--- src/rtl/brc_pkg.sv ---
// Shared definitions for the branch resolve controller: FSM encoding,
// the largest legal compare mode and the requester id constants.
package brc_pkg;

  typedef enum logic [1:0] {
    ST_IDLE = 2'd0,
    ST_EVAL = 2'd1,
    ST_RESP = 2'd2
  } brc_state_e;

  // Modes above this value are illegal when mode checking is compiled in
  localparam int unsigned MODE_MAX = 6;

  localparam logic REQ_ID_BRANCH = 1'b0;  // ID-stage branch
  localparam logic REQ_ID_TRAP   = 1'b1;  // EX-stage conditional trap

endpackage

--- src/rtl/brc_starve_arb.sv ---
// Two-requester fixed-priority arbiter with starvation relief.
// Requester 0 normally wins; once requester 1 has lost STARVE_LIM
// arbitration cycles in a row it is granted ahead of requester 0.
module brc_starve_arb #(
  parameter int STARVE_LIM = 3
) (
  input  logic       i_clk,
  input  logic       i_rst,
  input  logic       i_idle,
  input  logic [1:0] i_valid,
  output logic [1:0] o_grant
);
  import brc_pkg::*;

  localparam int CW = $clog2(STARVE_LIM + 2);

  logic [CW-1:0] r_cnt;
  logic          w_starved;

  assign w_starved = (r_cnt == CW'(STARVE_LIM));

  // Grant: req0 first unless req1 has been starved long enough
  always_comb begin
    o_grant = 2'b00;
    if (i_valid[REQ_ID_TRAP] && (w_starved || !i_valid[REQ_ID_BRANCH]))
      o_grant = 2'b10;
    else if (i_valid[REQ_ID_BRANCH])
      o_grant = 2'b01;
  end

  // Starvation counter: counts lost IDLE cycles for req1, saturating
  always_ff @(posedge i_clk or posedge i_rst) begin
    if (i_rst)
      r_cnt <= '0;
    else if (i_idle) begin
      if (o_grant[REQ_ID_TRAP])
        r_cnt <= '0;
      else if (i_valid[REQ_ID_TRAP] && !w_starved)
        r_cnt <= r_cnt + CW'(1);
    end
  end

endmodule

--- src/rtl/branch_resolve_ctrl.sv ---
// Branch resolve controller: arbitrates the ID branch and EX trap
// requesters onto one external comparator, one compare in flight.
// Optional feature: define BRC_MODE_CHECK_EN to flag modes > MODE_MAX
// (RspErr=1, RspResult=0, comparator mode forced to 0).
module branch_resolve_ctrl #(
  parameter int DW         = 32,
  parameter int MODE_W     = 4,
  parameter int STARVE_LIM = 3
) (
  input  logic                BRC_i_Clk,
  input  logic                BRC_i_Reset,
  input  logic [1:0]          BRC_i_ReqValid,
  input  logic [2*DW-1:0]     BRC_i_ReqRs,
  input  logic [2*DW-1:0]     BRC_i_ReqRt,
  input  logic [2*MODE_W-1:0] BRC_i_ReqMode,
  output logic [1:0]          BRC_o_ReqReady,
  output logic [DW-1:0]       BRC_o_CmpRs,
  output logic [DW-1:0]       BRC_o_CmpRt,
  output logic [MODE_W-1:0]   BRC_o_CmpMode,
  input  logic                BRC_i_CmpResult,
  output logic                BRC_o_RspValid,
  output logic                BRC_o_RspId,
  output logic                BRC_o_RspResult,
  output logic                BRC_o_RspErr,
  input  logic                BRC_i_RspReady
);
  import brc_pkg::*;

  brc_state_e r_state, w_state_nxt;

  logic [1:0]        w_grant;
  logic [1:0]        w_ready;
  logic              w_accept;
  logic              w_win_id;
  logic [MODE_W-1:0] w_win_mode;
  logic              w_mode_bad;
  logic              r_cmp_id;
  logic              r_cmp_err;

  brc_starve_arb #(.STARVE_LIM(STARVE_LIM)) u_arb (
    .i_clk   (BRC_i_Clk),
    .i_rst   (BRC_i_Reset),
    .i_idle  (r_state == ST_IDLE),
    .i_valid (BRC_i_ReqValid),
    .o_grant (w_grant)
  );

  // Ready only offered in IDLE, and never while reset is held
  assign w_ready        = (r_state == ST_IDLE && !BRC_i_Reset) ? w_grant : 2'b00;
  assign w_accept       = |w_ready;
  assign BRC_o_ReqReady = w_ready;
  assign w_win_id       = w_grant[REQ_ID_TRAP];
  assign w_win_mode     = w_win_id ? BRC_i_ReqMode[2*MODE_W-1:MODE_W]
                                   : BRC_i_ReqMode[MODE_W-1:0];

`ifdef BRC_MODE_CHECK_EN
  assign w_mode_bad = (32'(w_win_mode) > MODE_MAX);
`else
  assign w_mode_bad = 1'b0;
`endif

  // State register
  always_ff @(posedge BRC_i_Clk or posedge BRC_i_Reset) begin
    if (BRC_i_Reset) r_state <= ST_IDLE;
    else             r_state <= w_state_nxt;
  end

  // Next state: accept -> one eval cycle -> hold response until taken
  always_comb begin
    w_state_nxt = r_state;
    case (r_state)
      ST_IDLE: if (w_accept)       w_state_nxt = ST_EVAL;
      ST_EVAL:                     w_state_nxt = ST_RESP;
      ST_RESP: if (BRC_i_RspReady) w_state_nxt = ST_IDLE;
      default:                     w_state_nxt = ST_IDLE;
    endcase
  end

  // Comparator operand registers, loaded only on accept
  always_ff @(posedge BRC_i_Clk or posedge BRC_i_Reset) begin
    if (BRC_i_Reset) begin
      BRC_o_CmpRs   <= '0;
      BRC_o_CmpRt   <= '0;
      BRC_o_CmpMode <= '0;
      r_cmp_id      <= 1'b0;
      r_cmp_err     <= 1'b0;
    end else if (w_accept) begin
      BRC_o_CmpRs   <= w_win_id ? BRC_i_ReqRs[2*DW-1:DW] : BRC_i_ReqRs[DW-1:0];
      BRC_o_CmpRt   <= w_win_id ? BRC_i_ReqRt[2*DW-1:DW] : BRC_i_ReqRt[DW-1:0];
      BRC_o_CmpMode <= w_mode_bad ? '0 : w_win_mode;
      r_cmp_id      <= w_win_id;
      r_cmp_err     <= w_mode_bad;
    end
  end

  // Response registers: capture in EVAL, hold through RESP until taken
  always_ff @(posedge BRC_i_Clk or posedge BRC_i_Reset) begin
    if (BRC_i_Reset) begin
      BRC_o_RspValid  <= 1'b0;
      BRC_o_RspId     <= 1'b0;
      BRC_o_RspResult <= 1'b0;
      BRC_o_RspErr    <= 1'b0;
    end else if (r_state == ST_EVAL) begin
      BRC_o_RspValid  <= 1'b1;
      BRC_o_RspId     <= r_cmp_id;
      BRC_o_RspResult <= r_cmp_err ? 1'b0 : BRC_i_CmpResult;
      BRC_o_RspErr    <= r_cmp_err;
    end else if (r_state == ST_RESP && BRC_i_RspReady) begin
      BRC_o_RspValid  <= 1'b0;
    end
  end

endmodule

--- config.mk ---
export PLATFORM = sky130hd
export DESIGN_NAME = branch_resolve_ctrl
export DESIGN_NICKNAME = d
export VERILOG_FILES = /design/src/rtl/brc_pkg.sv /design/src/rtl/brc_starve_arb.sv /design/src/rtl/branch_resolve_ctrl.sv
export SDC_FILE = /design/constraint.sdc
export NUM_CORES = 1
export LEC_CHECK = 0
export CORE_ASPECT_RATIO = 1.4
export CORE_MARGIN = 3
export CORE_UTILIZATION = 40
export CTS_BUF_LIST = sky130_fd_sc_hd__clkbuf_8
export DETAILED_ROUTE_END_ITERATION = 16
export PLACE_DENSITY = 0.87
export SLEW_MARGIN = 0
export SYNTH_ARGS = -nofsm -noshare
export SYNTH_HDL_FRONTEND = slang
export SYNTH_HIERARCHICAL = 1
export SYNTH_SLANG_ARGS = --single-unit
--- constraint.sdc ---
create_clock -name BRC_i_Clk -period 3.49 [get_ports BRC_i_Clk]
set_clock_uncertainty 0.1 [all_clocks]
set_input_delay 0.8725 -clock BRC_i_Clk [delete_from_list [all_inputs] [get_ports BRC_i_Clk]]
set_output_delay 0.8725 -clock BRC_i_Clk [all_outputs]
set_load 0.005 [all_outputs]
==> run summary, run 1 <==
The flow ran to the end, and the final reports show no timing, DRC or antenna violations. The post-layout net count was 619; the reported leakage power was 2.55 nW. In the post-synthesis netlist, the biggest area contributors are sky130_fd_sc_hd__dfrtp_1, sky130_fd_sc_hd__mux2_2, sky130_fd_sc_hd__mux2_4.

In this run the number of cells on the critical path is 5. Setup repair after global routing left no endpoint under its margin. The worst path needs 3.35 ns of the cycle, external delays included. The tools report the total track usage as 0.182.

For the fill cell total of the finished layout, the log shows 676. The cell with the largest stage delay on the worst path was sky130_fd_sc_hd__clkdlybuf4s50_1. Along the worst path, the maximum fanout reaches 3.

The critical path is of the in -> out type. The number of maximum-capacitance violations was 0; the highest cell delay on the worst timing path was 0.57 ns. The cell count after synthesis came out at 262. The tools report the launching element type of the critical path as an input pin. Averaged over all synthesized cells, the footprint is 14.7 um^2. For the count of antenna-violating nets left after detailed routing, the log shows 0.

The tree is rooted in a sky130_fd_sc_hd__clkbuf_8. In this run the core area contains 41 standard-cell rows. The run gives 0 as the number of antenna violations at the first check in global routing. The first detailed-routing pass ran for 2 iterations.

Adding up every negative setup slack in the final design gives 0 ns. The utilization after layout is 0.683. The floorplan step defined a die boundary enclosing 10,900 um^2. The total power was 0.00408 W.

Clock tree synthesis inserted a total of 9 buffers. Count of warnings emitted by yosys: 6. Relative to the synthesized area, the layout overhead comes to 62.9%. The combined buffer and inverter count along the critical path was 3; the horizontal die dimension was 88.9 um.

The fraction of final layout cells with drive strength greater than 1 is 0.338, and the count of cells resized by post-cts repair is 0. Highest attainable clock frequency: 0.298 GHz. The average wire length per cell after detail routing is 16.6 um, and the data arrival time of the critical path is 2.38 ns.

The total via count in the routed design is 2,897. The maximum clock insertion buffer count was 2; the weighted congestion at the end of routability-driven global placement was 0.836. After synthesis the netlist holds a flip-flop and latch count of 77.

In the routed design, unresolved DRC markers number 0. For the worst-skew pair, the clock arrives at the later sink with an insertion delay of 0.34 ns. The hold slack is 0.403 ns, and the count of clock tree sinks is 77. The class of the worst hold path is reg -> reg. The run gives 3850 um^2 as the post-synthesis instance area. The worst setup path is captured at a primary output. The tools report the antenna diode count as 0. Wires add up to 9740 um. The first routing iteration left 38 violations. The logs give 0 for the final hold violation count and 70 for the largest net degree at the start of global routing. The initial core utilization was 0.419. The number of buffers inserted for hold repair after clock tree synthesis was 0; the final-report setup violation count was 0. The first global-routing pass estimated 15,200 um of wire.

The area share of the largest cell type after synthesis came out at 0.501. After detailed routing, the number of vias per cell comes to 4.94. The signal on the critical path passes through clkdlybuf4s50_1 > a21boi_1 > nand2_1 > inv_1 > clkdlybuf4s50_1.

The core region is 9180 um^2. The total congestion overflow was 0; the final clock period utilization by the worst path was 0.960. The final number of max-transition violations is 0, and the endpoint required time on the critical path is 2.52 ns. The clock transition at the registers of the reported paths came out at 0.07 ns.

The top-level I/O count came out at 216. The cell count of the worst hold path came out at 1. The count of cell types in the netlist is 25, and the number of cells traversed by the worst register-to-register path is 8. The via count of the first global-routing pass is 3,219, and the vertical die dimension is 122 um. Detailed placement ended at an HPWL of 7730 um. The post-synthesis sequential area ratio was 0.501. Input and output buffers added on the ports amount to 214.

The worst-case IR drop observed on VDD is 0.371 mV. For this design the ratio of total power to cell area is 651 nW/um^2. The final design area excluding fillers was 6270 um^2. TritonCTS built the clock tree. The net count after synthesis is 406, and the cell area reported after detailed placement is 6080 um^2.

The cell occurring most often along the worst timing path is sky130_fd_sc_hd__clkdlybuf4s50_1. The run gives 0 as the post-CTS setup-driven buffer insertion count. The largest delay contributor family on the critical path is buffers and inverters. The run gives 3 as the count of H-tree levels built during CTS. The largest total area in the synthesized netlist belongs to sky130_fd_sc_hd__dfrtp_1.
## stage by stage
stage	setup slack, ns	cells
final	0.139	587
after floorplan	0.636	262
after CTS	0.135	587
after global routing	0.0717	587
after detailed placement	0.139	571
after global placement	0.189	571
## cell type report
cell class,count,area (um^2),area share
Clock buffer,10,138,0.0220
Tap cell,107,134,0.0214
Clock inverter,6,55.1,0.00878
Inverter,7,26.3,0.00419
Timing Repair Buffer,219,2220,0.354
Multi-Input combinational cell,161,1770,0.283
Sequential cell,77,1930,0.307
## synthesized netlist by cell type
cell type	count
sky130_fd_sc_hd__nor2_1	3
sky130_fd_sc_hd__o21a_1	1
sky130_fd_sc_hd__dfrtp_1	77
sky130_fd_sc_hd__o21ai_1	1
sky130_fd_sc_hd__a21o_1	2
sky130_fd_sc_hd__mux2_4	9
sky130_fd_sc_hd__nor2b_1	1
sky130_fd_sc_hd__clkbuf_1	5
sky130_fd_sc_hd__and2_1	1
sky130_fd_sc_hd__a21oi_1	1
sky130_fd_sc_hd__buf_2	1
sky130_fd_sc_hd__buf_12	2
sky130_fd_sc_hd__nor3_2	1
sky130_fd_sc_hd__nand4b_2	1
sky130_fd_sc_hd__nand2_1	2
sky130_fd_sc_hd__ha_1	2
sky130_fd_sc_hd__a21boi_1	2
sky130_fd_sc_hd__mux2_2	129
sky130_fd_sc_hd__o21ai_0	1
sky130_fd_sc_hd__inv_1	7
sky130_fd_sc_hd__o2bb2ai_1	2
sky130_fd_sc_hd__a21bo_1	1
sky130_fd_sc_hd__buf_6	3
sky130_fd_sc_hd__buf_4	6
sky130_fd_sc_hd__conb_1	1
## worst register-to-register path, stage by stage, from the launching register on
cell                       delay (ns)
sky130_fd_sc_hd__dfrtp_1         0.38
sky130_fd_sc_hd__ha_1            0.16
sky130_fd_sc_hd__ha_1            0.20
sky130_fd_sc_hd__inv_1           0.10
sky130_fd_sc_hd__a21boi_4        0.19
sky130_fd_sc_hd__buf_12          0.34
sky130_fd_sc_hd__o21a_4          0.33
sky130_fd_sc_hd__buf_12          0.25
sky130_fd_sc_hd__mux2_2          0.38
## worst paths after layout
path                            slack, ns                 to              start
min in group asynchronous            0.70     u_arb/r_cnt[1]        BRC_i_Reset
worst max-delay path                 0.14  BRC_o_ReqReady[0]  BRC_i_ReqValid[0]
worst max register to register       0.95    BRC_o_CmpRt[30]     u_arb/r_cnt[0]
worst min register to register       0.40     u_arb/r_cnt[0]     u_arb/r_cnt[0]
worst min-delay path                 0.40     u_arb/r_cnt[0]     u_arb/r_cnt[0]
max in group asynchronous            1.76    BRC_o_CmpRs[29]        BRC_i_Reset
## state kept, by name (all words and copies together) (netlist names)
register / flops
u_arb/r_cnt: 3
BRC_o_CmpRt: 32
r_state: 2
r_cmp_id: 1
BRC_o_RspId: 1
BRC_o_CmpMode: 4
BRC_o_RspResult: 1
BRC_o_RspValid: 1
BRC_o_CmpRs: 32
## layer usage
metal  wire length, um  up-vias  track usage
li1                  -     1356            -
met1              3490     1389        0.190
met2              5130      136        0.326
met3               930       16       0.0683
met4               185        0       0.0624
met5                 0        -            0
## power breakdown
group	switching, W	total, W	internal, W
logic	0.000538	0.00187	0.00133
clock network	0.000305	0.000648	0.000342
registers	0.000235	0.00157	0.00133
## kinds of logic (layout without fill, tap and decap cells)
| family | after synthesis | after routing | share of synthesized area |
|---|---|---|---|
| compound gates | 11 | 11 | 0.0208 |
| fa+ha+maj | 2 | 2 | 0.00650 |
| buf+inv | 24 | 242 | 0.0439 |
| flops | 77 | 77 | 0.501 |
| mux | 138 | 138 | 0.413 |
| other cells | 1 | 1 | 0.000974 |
| simple gates | 9 | 9 | 0.0146 |
## cells in the final DEF (no fill, tap or decap)
cell,count
sky130_fd_sc_hd__mux2_2,129
sky130_fd_sc_hd__and2_1,1
sky130_fd_sc_hd__nand2_1,2
sky130_fd_sc_hd__a21boi_4,1
sky130_fd_sc_hd__a21oi_1,1
sky130_fd_sc_hd__nand4b_2,1
sky130_fd_sc_hd__o21ai_1,1
sky130_fd_sc_hd__inv_1,8
sky130_fd_sc_hd__o21a_4,1
sky130_fd_sc_hd__clkinvlp_4,1
sky130_fd_sc_hd__nor2b_1,1
sky130_fd_sc_hd__dfrtp_1,77
sky130_fd_sc_hd__clkbuf_8,10
sky130_fd_sc_hd__a21boi_1,1
sky130_fd_sc_hd__o21ai_0,1
sky130_fd_sc_hd__clkdlybuf4s50_1,214
sky130_fd_sc_hd__nor3_2,1
sky130_fd_sc_hd__bufinv_16,1
sky130_fd_sc_hd__o2bb2ai_1,2
sky130_fd_sc_hd__nor2_1,3
sky130_fd_sc_hd__a21o_1,2
sky130_fd_sc_hd__mux2_4,9
sky130_fd_sc_hd__a21bo_1,1
sky130_fd_sc_hd__buf_12,3
sky130_fd_sc_hd__ha_1,2
sky130_fd_sc_hd__inv_2,1
sky130_fd_sc_hd__clkinv_2,2
sky130_fd_sc_hd__buf_4,2
sky130_fd_sc_hd__conb_1,1
No activity file was read; power rests on OpenSTA's default activity.
==> inputs of run 2 (changes only) <==
--- a/config.mk
+++ b/config.mk
@@ -6,7 +6,7 @@
 export NUM_CORES = 1
 export LEC_CHECK = 0
 export CORE_ASPECT_RATIO = 1.4
-export CORE_MARGIN = 3
+export CORE_MARGIN = 10
 export CORE_UTILIZATION = 40
 export CTS_BUF_LIST = sky130_fd_sc_hd__clkbuf_8
 export DETAILED_ROUTE_END_ITERATION = 16
==> run 2 against run 1 <==
First-iteration DRC count rose by 55%. Total power is 0.22% lower. Flip-flop and latch count unchanged. Count of clock-buffer cells in the layout rose by 2. Setup slack worse by 0.032 ns. Global-route usage shrank 2.3 points. Die area up 29%. Non-clock buffer count is the same. Critical path depth stayed put. Critical endpoint unchanged. Largest power group unchanged.
==> run summary, run 2 (same netlist as run 1, synthesis figures left out) <==
After detailed placement, the total cell area comes to 6080 um^2. Setup violations remaining at the end of the flow were counted as 0. The run gives 42 as the number of placement rows. The number of antenna violations at the first check in global routing came out at 0.

The final number of max-transition violations came out at 0. The later-pin clock latency in the skew report was 0.35 ns. The tools report the worst setup slack before clock tree synthesis as 0.114 ns. In this run the worst path has a maximum fanout of 3. The vertical die dimension is 136 um.

The class of the most critical setup path is in -> out. Among all stages on the critical path, the largest delay is contributed by sky130_fd_sc_hd__clkdlybuf4s50_1. For this run the aggregate overflow at the end of global routing stands at 0. The accumulated negative setup slack was 0 ns.

After clock tree synthesis, the flow added hold-fix buffers numbering 0. The logs give 696 for the fill cell total of the finished layout and 0 for the count of antenna-violating nets left after detailed routing. VDD sags by at most 0.351 mV.

Port buffering added 214 buffers. The post-layout net count was 619; the highest cell delay on the worst timing path was 0.56 ns. The top cell types in the final layout, fill and taps aside, are sky130_fd_sc_hd__clkdlybuf4s50_1, sky130_fd_sc_hd__mux2_2, sky130_fd_sc_hd__dfrtp_1. The clock root buffer was sky130_fd_sc_hd__clkbuf_8. The power per unit of standard cell area is 651 nW/um^2, and the total track usage is 0.159. For the number of maximum-capacitance violations, the log shows 0.

The final hold violation count is 0, and the total half-perimeter wirelength after legalization and detailed placement is 9190 um. Timing would allow up to 0.296 GHz. The reported leakage power is 2.55 nW, and the horizontal die dimension is 103 um.

The routed layout has 2,871 vias. The H-tree generated during clock tree synthesis spans 3 levels. The clock transition at the registers of the reported paths works out to 0.07 ns. Setup repair after global routing left no endpoint under its margin. Setup slack closes at 0.107 ns.

Antenna diode count: 0. Initial core utilization: 0.409. The sort of element at the end of the critical path was a primary output.

In the final routed layout, each cell accounts on average for 19.4 um. Traced cell by cell, the critical path runs through clkdlybuf4s50_1 > a21boi_1 > nand2_1 > inv_1 > clkdlybuf4s50_1. The core region is 9410 um^2. The vias per cell was 4.87; the number of DRC markers in iteration 0 was 59.

The largest registers in the layout are BRC_o_CmpRs: 32 flops, BRC_o_CmpRt: 32 flops, BRC_o_CmpMode: 4 flops. The via count of the first global-routing pass is 3,205. The fraction of final layout cells with drive strength greater than 1 is 0.336, and the final wirelength is 11,400 um. The congestion estimate from routability-driven global placement came to 0.768. The library cell used most frequently in the layout, excluding fill and tap cells, is sky130_fd_sc_hd__clkdlybuf4s50_1. The cell occurring most often along the worst timing path is sky130_fd_sc_hd__clkdlybuf4s50_1. The total DRC errors in the routed layout is 0. The final design area excluding fillers was 6260 um^2; the combined buffer and inverter count along the critical path was 3.

The design draws 0.00407 W. The run gives 0 as the count of cells resized by post-cts repair. The number of optimization iterations in the first detailed-route pass is 3. Among cell families on the critical path, the largest total delay comes from buffers and inverters. At the worst endpoint, the arrival time is 2.41 ns. Minimum clock period after layout: 3.38 ns.

The tools report the floorplan die area as 14,000 um^2. The maximum clock insertion buffer count is 2. The count of clock tree sinks is 77, and the post-CTS setup-driven buffer insertion count is 0. The largest net degree at the start of global routing is 70. The flow ran to the end, and the final reports show no timing, DRC or antenna violations. The launching element type of the critical path was an input pin. The final clock period utilization by the worst path was 0.969. The sequential cell area was 1930 um^2; the top-level I/O count was 216.

The number of buffers created by CTS was 9. TritonCTS built the clock tree. In this run the worst hold path is classified as reg -> reg. Area growth from synthesis to layout: 62.6%.

The multi-input combinational cells in the finished layout cover a total of 1770 um^2. STA puts the critical path data required time at 2.52 ns. The run gives 0.665 as the utilization after layout. The first global-routing pass estimated 17,200 um of wire.
run 2: changes by cell type in the layout (fill, tap and decap cells not counted), sizes merged:
cell and delta:
clkinv -1, bufinv -1, clkinvlp -1, clkbuf +2
run 2: routing by layer:
layer  wire length, um  global-route usage  vias to the layer above  share of wire
li1                  -                   -                     1357              -
met1              4080               0.165                     1361           0.36
met2              5870               0.274                      132           0.52
met3              1140              0.0569                       21           0.10
met4               309              0.0783                        0          0.027
met5                 0                   0                        -              0
run 2: worst paths after layout:
kind | start | end | slack, ns | cells past startpoint
max in group asynchronous | BRC_i_Reset | BRC_o_CmpRs[6] | 1.69 | 3
min in group asynchronous | BRC_i_Reset | u_arb/r_cnt[0] | 0.69 | 2
max reg2reg | u_arb/r_cnt[0] | BRC_o_CmpRs[16] | 1.00 | 8
min reg2reg | u_arb/r_cnt[2] | u_arb/r_cnt[2] | 0.39 | 1
min | u_arb/r_cnt[2] | u_arb/r_cnt[2] | 0.39 | 1
max | BRC_i_ReqValid[0] | BRC_o_ReqReady[0] | 0.11 | 5
run 2: final cells by class:
class                   instances  share of cell area
multi-input cells             161               0.283
repair buffers                219               0.354
well taps                     110              0.0220
clock buffers                  12              0.0264
clock inverters                 3             0.00200
inverters                       7             0.00420
flip-flops and latches         77               0.308
run 2: per-stage QoR:
| step | instances | hold slack, ns |
|---|---|---|
| 2_1_floorplan | 262 | 0.344 |
| 3_3_place_gp | 574 | 0.375 |
| 3_5_place_dp | 574 | 0.376 |
| 4_1_cts | 589 | 0.395 |
| 5_1_grt | 589 | 0.420 |
| 6_report | 589 | 0.388 |
run 2: power by group:
| group | leakage, nW | internal [W] | total (W) | switching (W) |
|---|---|---|---|---|
| logic | 1.54 | 0.00133 | 0.00190 | 0.000574 |
| registers | 0.908 | 0.00133 | 0.00156 | 0.000231 |
| clock network | 0.101 | 0.000306 | 0.000603 | 0.000296 |
| total | 2.55 | 0.00297 | 0.00407 | 0.00110 |
